**src/rtl/fir_seq_mac_hs_if.sv**
```systemverilog
// Ready/valid bus for the sequential-MAC FIR: sample in, result out, and
// coefficient programming port.
//   master: drives x_in/in_valid, out_ready, coef_we/coef_addr/coef_data
//   slave : drives in_ready, y_out/out_valid, coef_ready
interface fir_seq_mac_hs_if #(
    parameter int unsigned DATA_W = 16,
    parameter int unsigned COEF_W = 16,
    parameter int unsigned TAPS   = 8,
    parameter int unsigned OUT_W  = 32
);
    localparam int unsigned AW = $clog2(TAPS);

    logic signed [DATA_W-1:0] x_in;
    logic                     in_valid;
    logic                     in_ready;
    logic signed [OUT_W-1:0]  y_out;
    logic                     out_valid;
    logic                     out_ready;
    logic                     coef_we;
    logic [AW-1:0]            coef_addr;
    logic signed [COEF_W-1:0] coef_data;
    logic                     coef_ready;

    modport master (
        output x_in, in_valid, out_ready, coef_we, coef_addr, coef_data,
        input  in_ready, y_out, out_valid, coef_ready
    );

    modport slave (
        input  x_in, in_valid, out_ready, coef_we, coef_addr, coef_data,
        output in_ready, y_out, out_valid, coef_ready
    );
endinterface

```
**src/rtl/fir_seq_mac_hs.sv**
```systemverilog
// Time-multiplexed FIR: one signed MAC iterated over TAPS cycles per sample,
// run-time programmable coefficients, ready/valid on input and output.
// Ports:
//   clk        rising-edge clock
//   rst        asynchronous active-high reset
//   bus        fir_seq_mac_hs_if.slave (sample in, result out, coef writes)
// Optional build macro FIR_OUT_SAT_EN: saturate y_out to OUT_W instead of
// two's-complement wrap when the accumulator is wider than the output.
module fir_seq_mac_hs #(
    parameter int unsigned DATA_W = 16,
    parameter int unsigned COEF_W = 16,
    parameter int unsigned TAPS   = 8,
    parameter int unsigned OUT_W  = 32
) (
    input logic             clk,
    input logic             rst,
    fir_seq_mac_hs_if.slave bus
);
    localparam int unsigned AW    = $clog2(TAPS);
    localparam int unsigned PW    = DATA_W + COEF_W;
    localparam int unsigned ACC_W = PW + $clog2(TAPS);

    typedef enum logic [1:0] {IDLE, MAC, OUT} state_t;

    state_t                   state, state_n;
    logic signed [DATA_W-1:0] x_dl [TAPS];
    logic signed [COEF_W-1:0] coef [TAPS];
    logic signed [ACC_W-1:0]  acc;
    logic [AW-1:0]            idx;

    logic signed [PW-1:0]     prod_c;
    logic signed [ACC_W-1:0]  sum_c;
    logic signed [OUT_W-1:0]  y_next_c;
    logic                     last_c;
    logic                     accept_c;
    logic                     coef_wr_c;

    // Datapath helpers
    assign prod_c    = PW'(x_dl[idx]) * PW'(coef[idx]);
    assign sum_c     = acc + ACC_W'(prod_c);
    assign last_c    = (idx == AW'(TAPS - 1));
    assign accept_c  = bus.in_valid && bus.in_ready;
    assign coef_wr_c = bus.coef_we && bus.coef_ready && (32'(bus.coef_addr) < TAPS);

    // Reduce the accumulator sum to the output width
    generate
        if (OUT_W >= ACC_W) begin : g_ext
            assign y_next_c = OUT_W'(sum_c);
        end else begin : g_red
`ifdef FIR_OUT_SAT_EN
            // Out of range when the bits above the output sign differ from it
            logic ovf_c;
            assign ovf_c    = (sum_c[ACC_W-1:OUT_W-1] != {(ACC_W-OUT_W+1){sum_c[ACC_W-1]}});
            assign y_next_c = !ovf_c          ? sum_c[OUT_W-1:0] :
                              sum_c[ACC_W-1] ? {1'b1, {(OUT_W-1){1'b0}}} :
                                               {1'b0, {(OUT_W-1){1'b1}}};
`else
            assign y_next_c = sum_c[OUT_W-1:0];
`endif
        end
    endgenerate

    // State register
    always_ff @(posedge clk or posedge rst) begin
        if (rst) state <= IDLE;
        else     state <= state_n;
    end

    // Next-state logic
    always_comb begin
        state_n = state;
        unique case (state)
            IDLE:    if (accept_c)      state_n = MAC;
            MAC:     if (last_c)        state_n = OUT;
            OUT:     if (bus.out_ready) state_n = IDLE;
            default:                    state_n = IDLE;
        endcase
    end

    // Delay line, coefficients, accumulator and registered outputs
    always_ff @(posedge clk or posedge rst) begin
        if (rst) begin
            for (int unsigned k = 0; k < TAPS; k++) begin
                x_dl[k] <= '0;
                coef[k] <= '0;
            end
            acc            <= '0;
            idx            <= '0;
            bus.y_out      <= '0;
            bus.out_valid  <= 1'b0;
            bus.in_ready   <= 1'b1;
            bus.coef_ready <= 1'b1;
        end else begin
            // Both ready flags simply mirror "next state is IDLE"
            bus.in_ready   <= (state_n == IDLE);
            bus.coef_ready <= (state_n == IDLE);
            if (coef_wr_c) coef[bus.coef_addr] <= bus.coef_data;
            case (state)
                IDLE: begin
                    if (accept_c) begin
                        x_dl[0] <= bus.x_in;
                        for (int unsigned k = 1; k < TAPS; k++) x_dl[k] <= x_dl[k-1];
                        acc <= '0;
                        idx <= '0;
                    end
                end
                MAC: begin
                    acc <= sum_c;
                    idx <= idx + 1'b1;
                    if (last_c) begin
                        bus.y_out     <= y_next_c;
                        bus.out_valid <= 1'b1;
                    end
                end
                OUT: begin
                    if (bus.out_ready) bus.out_valid <= 1'b0;
                end
                default: ;
            endcase
        end
    end
endmodule

```
**src/flat_wrapper.sv**
```systemverilog
// flat-port wrapper written by rule: the top's interface ports become plain ports
module fir_seq_mac_hs_flat 
#(
    parameter int unsigned DATA_W = 16,
    parameter int unsigned COEF_W = 16,
    parameter int unsigned TAPS   = 8,
    parameter int unsigned OUT_W  = 32
)
  (clk, rst, bus_x_in, bus_in_valid, bus_out_ready, bus_coef_we, bus_coef_addr, bus_coef_data, bus_in_ready, bus_y_out, bus_out_valid, bus_coef_ready);
  fir_seq_mac_hs_if #(.DATA_W(DATA_W), .COEF_W(COEF_W), .TAPS(TAPS), .OUT_W(OUT_W)) bus_i ();
  input logic clk;
  input logic rst;
  input wire logic [$bits(bus_i.x_in)-1:0] bus_x_in;
  input wire logic [$bits(bus_i.in_valid)-1:0] bus_in_valid;
  input wire logic [$bits(bus_i.out_ready)-1:0] bus_out_ready;
  input wire logic [$bits(bus_i.coef_we)-1:0] bus_coef_we;
  input wire logic [$bits(bus_i.coef_addr)-1:0] bus_coef_addr;
  input wire logic [$bits(bus_i.coef_data)-1:0] bus_coef_data;
  output wire logic [$bits(bus_i.in_ready)-1:0] bus_in_ready;
  output wire logic [$bits(bus_i.y_out)-1:0] bus_y_out;
  output wire logic [$bits(bus_i.out_valid)-1:0] bus_out_valid;
  output wire logic [$bits(bus_i.coef_ready)-1:0] bus_coef_ready;
  assign bus_i.x_in = bus_x_in;
  assign bus_i.in_valid = bus_in_valid;
  assign bus_i.out_ready = bus_out_ready;
  assign bus_i.coef_we = bus_coef_we;
  assign bus_i.coef_addr = bus_coef_addr;
  assign bus_i.coef_data = bus_coef_data;
  assign bus_in_ready = bus_i.in_ready;
  assign bus_y_out = bus_i.y_out;
  assign bus_out_valid = bus_i.out_valid;
  assign bus_coef_ready = bus_i.coef_ready;
  fir_seq_mac_hs #(.DATA_W(DATA_W), .COEF_W(COEF_W), .TAPS(TAPS), .OUT_W(OUT_W)) u_core (.clk(clk), .rst(rst), .bus(bus_i));
endmodule
```
**config.mk**
```make
export PLATFORM = sky130hd
export DESIGN_NAME = fir_seq_mac_hs_flat
export DESIGN_NICKNAME = d
export VERILOG_FILES = /design/src/rtl/fir_seq_mac_hs_if.sv /design/src/rtl/fir_seq_mac_hs.sv /design/src/flat_wrapper.sv
export SDC_FILE = /design/constraint.sdc
export NUM_CORES = 1
export LEC_CHECK = 0
export CORE_ASPECT_RATIO = 0.9
export CORE_MARGIN = 1
export CORE_UTILIZATION = 48
export DETAILED_ROUTE_END_ITERATION = 10
export GPL_TIMING_DRIVEN = 0
export SLEW_MARGIN = 10
export SYNTH_ARGS = -nofsm -noshare
export SYNTH_HDL_FRONTEND = slang
export SYNTH_SLANG_ARGS = --single-unit
```
**constraint.sdc**
```tcl
create_clock -name clk -period 16.66 [get_ports clk]
set_clock_uncertainty 0.2 [all_clocks]
set_input_delay 3.332 -clock clk [delete_from_list [all_inputs] [get_ports clk]]
set_output_delay 3.332 -clock clk [all_outputs]
set_load 0.02 [all_outputs]
```
After elaboration in Yosys (flattened, before gate mapping)
Index checks and enable logic that the tools add are counted.
{"block": "op_classes", "n_eq_ne": 6, "multipliers": 1, "n_addsub": 2, "bitwise_logic": 2, "reduce_logical": 11, "magnitude_cmp": 3, "muxes": 20}
{"op": "$bwmux 128", "count": 1}
{"op": "$bmux 16 s3", "count": 2}
{"op": "$mux 16", "count": 5}
{"op": "$pmux 35 s2", "count": 1}
{"op": "$demux 16 s3", "count": 1}
{"op": "$add 35x32->35", "count": 1}
{"op": "$mux 35", "count": 1}
{"op": "$mul 16x16->32", "count": 1}
{"op": "$ge 4x4->1 const B", "count": 2}
{"op": "$not 3->4", "count": 2}
{"op": "$mux 2", "count": 3}
{"op": "$pmux 2 s3", "count": 1}
{"op": "$pmux 3 s2", "count": 1}
{"op": "$reduce_and 2->1", "count": 3}
{"op": "$logic_not 2->1", "count": 2}
{"op": "$lt 4x1->1 const B", "count": 1}
{"op": "$ne 2x1->1 const B", "count": 2}
{"op": "$reduce_bool 2->1", "count": 2}
{"op": "$add 3x1->3 const B", "count": 1}
{"op": "$eq 3x3->1 const B", "count": 1}
{"op": "$logic_and 1x1->1", "count": 3}
{"op": "$mux 3", "count": 1}
{"op": "$reduce_and 3->1", "count": 1}
{"op": "$eq 2x1->1 const B", "count": 1}
{"op": "other kinds (4)", "count": 5}
{"block": "word_totals", "in_bits": 40, "elab_cells": 67, "ff_bits": 330, "output_inout_bits": 35}

Longest topological paths before layout
{"block": "depth", "ltp_word": 7, "depth_mapped": 28, "depth_no_buf": 24}

Worst setup path before layout
OpenSTA, ideal clock, no wires.
{"block": "synth_timing", "path_kind": "register to register", "start": "register u_core.idx[0]", "end": "register u_core.bus.y_out[31]", "period_less_slack_ns": 7.281, "setup_slack_ns": 9.379, "setup_ns": 0.069, "path_stages_with_launch": 27, "n_path_buf": 4, "arrival_time_ns": 7.012, "path_cell_list": "dfrtp_1 > buf_6 > buf_2 > mux4_2 > mux2i_1 > buf_2 > nor2_1 > fa_1 > inv_1 > fa_1 > fa_1 > inv_1 > fa_1 > fa_1 > inv_1 > fa_1 > inv_1 > ha_1 > buf_6 > a21oi_2 > o21ai_1 > a311oi_1 > o21ai_0 > a31oi_4 > o211ai_2 > a2111o_1 > nand3_1"}
{"block": "synth_between", "elab_chain_cells": 6, "word_cells_on_any_way": 11}
{"element": "start: declaration", "line_no": "fir_seq_mac_hs.sv:29", "text": "logic [AW-1:0] idx;"}
{"element": "start signal: assignment", "line_no": "fir_seq_mac_hs.sv:109", "text": "idx <= idx + 1'b1;"}
{"element": "$not 3->4 (implied by the code)", "line_no": "fir_seq_mac_hs.sv:39", "text": "assign prod_c = PW'(x_dl[idx]) * PW'(coef[idx]);"}
{"element": "$bmux 16 s3", "line_no": "fir_seq_mac_hs.sv:39"}
{"element": "$mux 16 (implied by the code) (2 in a row)", "line_no": "fir_seq_mac_hs.sv:39"}
{"element": "$mul 16x16->32", "line_no": "fir_seq_mac_hs.sv:39"}
{"element": "$add 35x32->35", "line_no": "fir_seq_mac_hs.sv:40", "text": "assign sum_c = acc + ACC_W'(prod_c);"}
{"element": "end signal: assignment", "line_no": "fir_seq_mac_hs.sv:111", "text": "bus.y_out <= y_next_c;"}
{"element": "end: declaration", "line_no": "fir_seq_mac_hs_if.sv:31", "text": "output in_ready, y_out, out_valid, coef_ready"}
Parallel ways exist; a longest one is shown, timed or not. The select of a mux whose other input is x is not followed.
A chain may end at the register's enable or synchronous reset.

Final worst setup path
{"block": "layout_timing", "start": "register u_core.idx[2]", "end": "register u_core.acc[29]"}
{"block": "layout_between", "elab_chain_cells": 7, "word_cells_on_any_way": 10}
{"element": "$not 3->4 (implied by the code) *", "line_no": "fir_seq_mac_hs.sv:39"}
{"element": "$bmux 16 s3", "line_no": "fir_seq_mac_hs.sv:39"}
{"element": "$mux 16 (implied by the code) (2 in a row)", "line_no": "fir_seq_mac_hs.sv:39"}
{"element": "$mul 16x16->32 *", "line_no": "fir_seq_mac_hs.sv:39"}
{"element": "$add 35x32->35 *", "line_no": "fir_seq_mac_hs.sv:40"}
{"element": "$pmux 35 s2 *", "line_no": "fir_seq_mac_hs.sv:98", "text": "case (state)"}
{"element": "end signal: assignment", "line_no": "fir_seq_mac_hs.sv:108", "text": "acc <= sum_c;"}
{"element": "end: declaration", "line_no": "fir_seq_mac_hs.sv:28", "text": "logic signed [ACC_W-1:0] acc;"}
Mark *: on every way between the ends. The rest lies on a longest branch, timed or not. The select of a mux whose other input is x is not followed.

==> impl_metrics.py <==
metrics = {
    "clocking": {
        "cts_resized": 0,
        "clock_path_buffers": 3,
        "cts_sinks": 327,
        "cts-root-buf": "clkbuf_16",
        "cts_buffers": 36,
        "htreeDepth": 2,
        "postCtsHoldBufs": 0,
        "clkTransAtPathRegs_ns": 0.06,
        "cts_setup_buffers": 0,
        "cts_tree": "yes",
        "insertion_delay_ns": 0.56,
    },
    "sta": {
        "fmax_mhz": 107,
        "fin_crit_ns": 9.36,
        "grt_setup_unrepaired": "no",
        "hold_viol": 0,
        "fin_crit_sh_pct": 56.2,
        "worstMarginPinSlew_ns": 1.33,
        "relSlewSlack_pct": 8.56,
        "finalSetupViolations": 0,
        "fin_setup_tns_ns": 0,
        "finalMaxSlewViolations": 0,
    },
    "floorplanning": {
        "pin_count": 75,
        "rows": 78,
        "initial_utilization_pct": 49.0,
        "dieArea_mm2": 0.0528,
        "fp.coreArea_mm2": 0.0508,
        "die_h_um": 218,
        "die_width_um": 242,
    },
    "yosys": {
        "synth_top_family_by_area": "adder cells",
        "synth.avg_cell_area_um2": 11.7,
        "synth-simple-area-share_pct": 7.18,
        "post_synth_num_cell_types": 72,
        "synthTopCellsByArea": "dfrtp_1 (33%), fa_1 (23%), mux2_2 (13%)",
        "async_flop_share_pct": 100,
        "ys_warn_count": 0,
        "yosys-top-cells-count": "inv_1 (348), dfrtp_1 (326), fa_1 (292)",
        "synth-xor-area-share_pct": 1.30,
        "synth.cell_area_mm2": 0.0249,
        "synth_compound_area_share_pct": 3.90,
        "synth_top_area_cell": "dfrtp_1",
        "synthCells": 2123,
        "yosys.area_share.adder_pct": 28.5,
        "synth_nets": 2555,
        "yosysMostFrequentCell": "inv_1",
        "synthMuxAreaShare_pct": 19.5,
        "synth-seq-cells": 327,
        "ys_seq_area_share_pct": 32.9,
        "synth_top_area_share_pct": 32.8,
        "ys.flop_type": "dfrtp_1",
        "synth-edff-count": 0,
    },
    "detailed_routing": {
        "top_layer_used": "met4",
        "wl_met2_um": 29500,
        "wl_met1_um": 27800,
        "ant_nets": 0,
        "drt_iter0_markers": 1213,
        "vias_per_cell": 5.51,
        "wl_um": 62600,
        "route.met3.wl_um": 3790,
        "wl_per_cell_um": 21.3,
        "vias": 16200,
        "drc": 0,
        "firstDrtPassIters": 5,
    },
    "critical_path": {
        "crit_end": "u_core.acc[29]$_DFFE_PP0P_",
        "path_depth": 25,
        "rrSetupSlack_ns": 7.30,
        "rr_startpoint": "u_core.idx[2]$_DFFE_PP0P_",
        "crit_path_start_kind": "register",
        "worstPathRequired_ns": 16.85,
        "cp_common_cell": "fa_1",
        "slowest_delay_ns": 1.15,
        "path_delay_family": "adder cells",
        "crit_slowest_cell": "mux2i_1",
        "reg2reg_depth": 25,
        "cp_max_fo": 10,
        "r2r-end": "u_core.acc[29]$_DFFE_PP0P_",
        "crit_buf_inv": 8,
        "arrival_ns": 9.55,
        "cp-startpoint": "u_core.idx[2]$_DFFE_PP0P_",
        "path_class": "reg -> reg",
        "end_kind": "register",
    },
    "placed_design": {
        "io_buffers": 74,
        "gp_congestion": 0.943,
        "dp_hpwl_um": 48500,
    },
    "grt": {
        "gr-total-overflow": 0,
        "grt_max_degree": 114,
        "antenna_found_initial": 0,
        "grt_use_total_pct": 25.5,
        "grt_pass1_vias": 17900,
        "grt_pass1_wl_um": 102000,
    },
    "status": {
        "outcome": "completed",
    },
    "layout": {
        "num-nets-final": 2669,
        "area_growth_pct": 11.4,
        "drive_above_1_share_pct": 20.4,
        "fillers": 4443,
    },
    "hold_path": {
        "hold_class": "reg -> reg",
    },
    "job": {
        "drv_cap": 0,
    },
}
[final cells by class]
class                           instances  area [um2]  share of cell area [%]
Buffer                                 81         365                    1.32
Antenna cell                            1        2.50                 0.00902
Timing Repair Buffer                   76         796                    2.87
Clock buffer                           53        1070                    3.84
Sequential cell                       327        8180                    29.5
Tap cell                              680         851                    3.07
Clock inverter                         12         108                   0.388
Inverter                              349        1320                    4.75
Multi-Input combinational cell       1366       15100                    54.3
[worst min-delay path: stages (launching register included)]
cell	delay (ns)
dfrtp_1	0.34
nand2_1	0.04
o21ai_0	0.06
[registers in the layout, indices dropped and copies added (netlist names)]
signal and flops:
u_core.x_dl 128, u_core.coef 128, u_core.bus.y_out 32, u_core.bus.in_ready 1
u_core.acc 32, u_core.state 2, u_core.bus.out_valid 1, u_core.idx 3
[cell usage in the layout (no fill, tap or decap), drive strengths merged, types with 14 or more instances in the layout]
master           n
a21oi           20
buf             42
clkbuf          94
clkdlybuf4s50   74
dfrtp          326
fa             292
ha             100
inv            349
mux2           280
mux2i           26
mux4            64
nand2          217
nand2b          14
nand3           14
nor2           142
o21ai           46
o22ai           23
xnor2           24
[cells by family after synthesis]
logic type               Yosys count
buffers and inverters            430
AND/OR/NAND/NOR                  428
adder cells (fa/ha/maj)          392
multiplexers                     370
flip-flops                       327
AO/OA/AOI/OAI                    142
XOR/XNOR                          34
[how the worst min path moves through the flow]
stage                                                start                               end  cells after the start
after global placement     u_core.bus.y_out[1]$_DFFE_PP0P_   u_core.bus.y_out[1]$_DFFE_PP0P_                      2
after floorplan               u_core.coef[122]$_DFFE_PP0P_      u_core.coef[122]$_DFFE_PP0P_                      1
after global routing      u_core.bus.y_out[13]$_DFFE_PP0P_  u_core.bus.y_out[13]$_DFFE_PP0P_                      2
after CTS                  u_core.bus.y_out[1]$_DFFE_PP0P_   u_core.bus.y_out[1]$_DFFE_PP0P_                      2
final                     u_core.bus.y_out[14]$_DFFE_PP0P_  u_core.bus.y_out[14]$_DFFE_PP0P_                      2
after detailed placement   u_core.bus.y_out[1]$_DFFE_PP0P_   u_core.bus.y_out[1]$_DFFE_PP0P_                      2
[metrics by stage]
step	setup slack, ns	instances	cell area, um2	hold WS (ns)	util (%)
after global routing	6.89	2944	27700	0.309	54.6
after detailed placement	7.53	2879	26600	0.268	52.3
after CTS	7.43	2944	27700	0.283	54.6
after global placement	0.144	2877	26500	0.260	52.1
final	7.30	2945	27700	0.277	54.6
after floorplan	4.07	2123	24900	0.275	-
[routing by layer]
layer  track usage (%)  up-vias
li1                  -     7130
met1              36.2     8592
met2              41.3      424
met3              3.98       74
met4              6.18        0
met5                 0        -
Power is left out: the tool's default activity adds up to more than one toggle a clock period on the data nets, which glitch-free logic cannot reach.
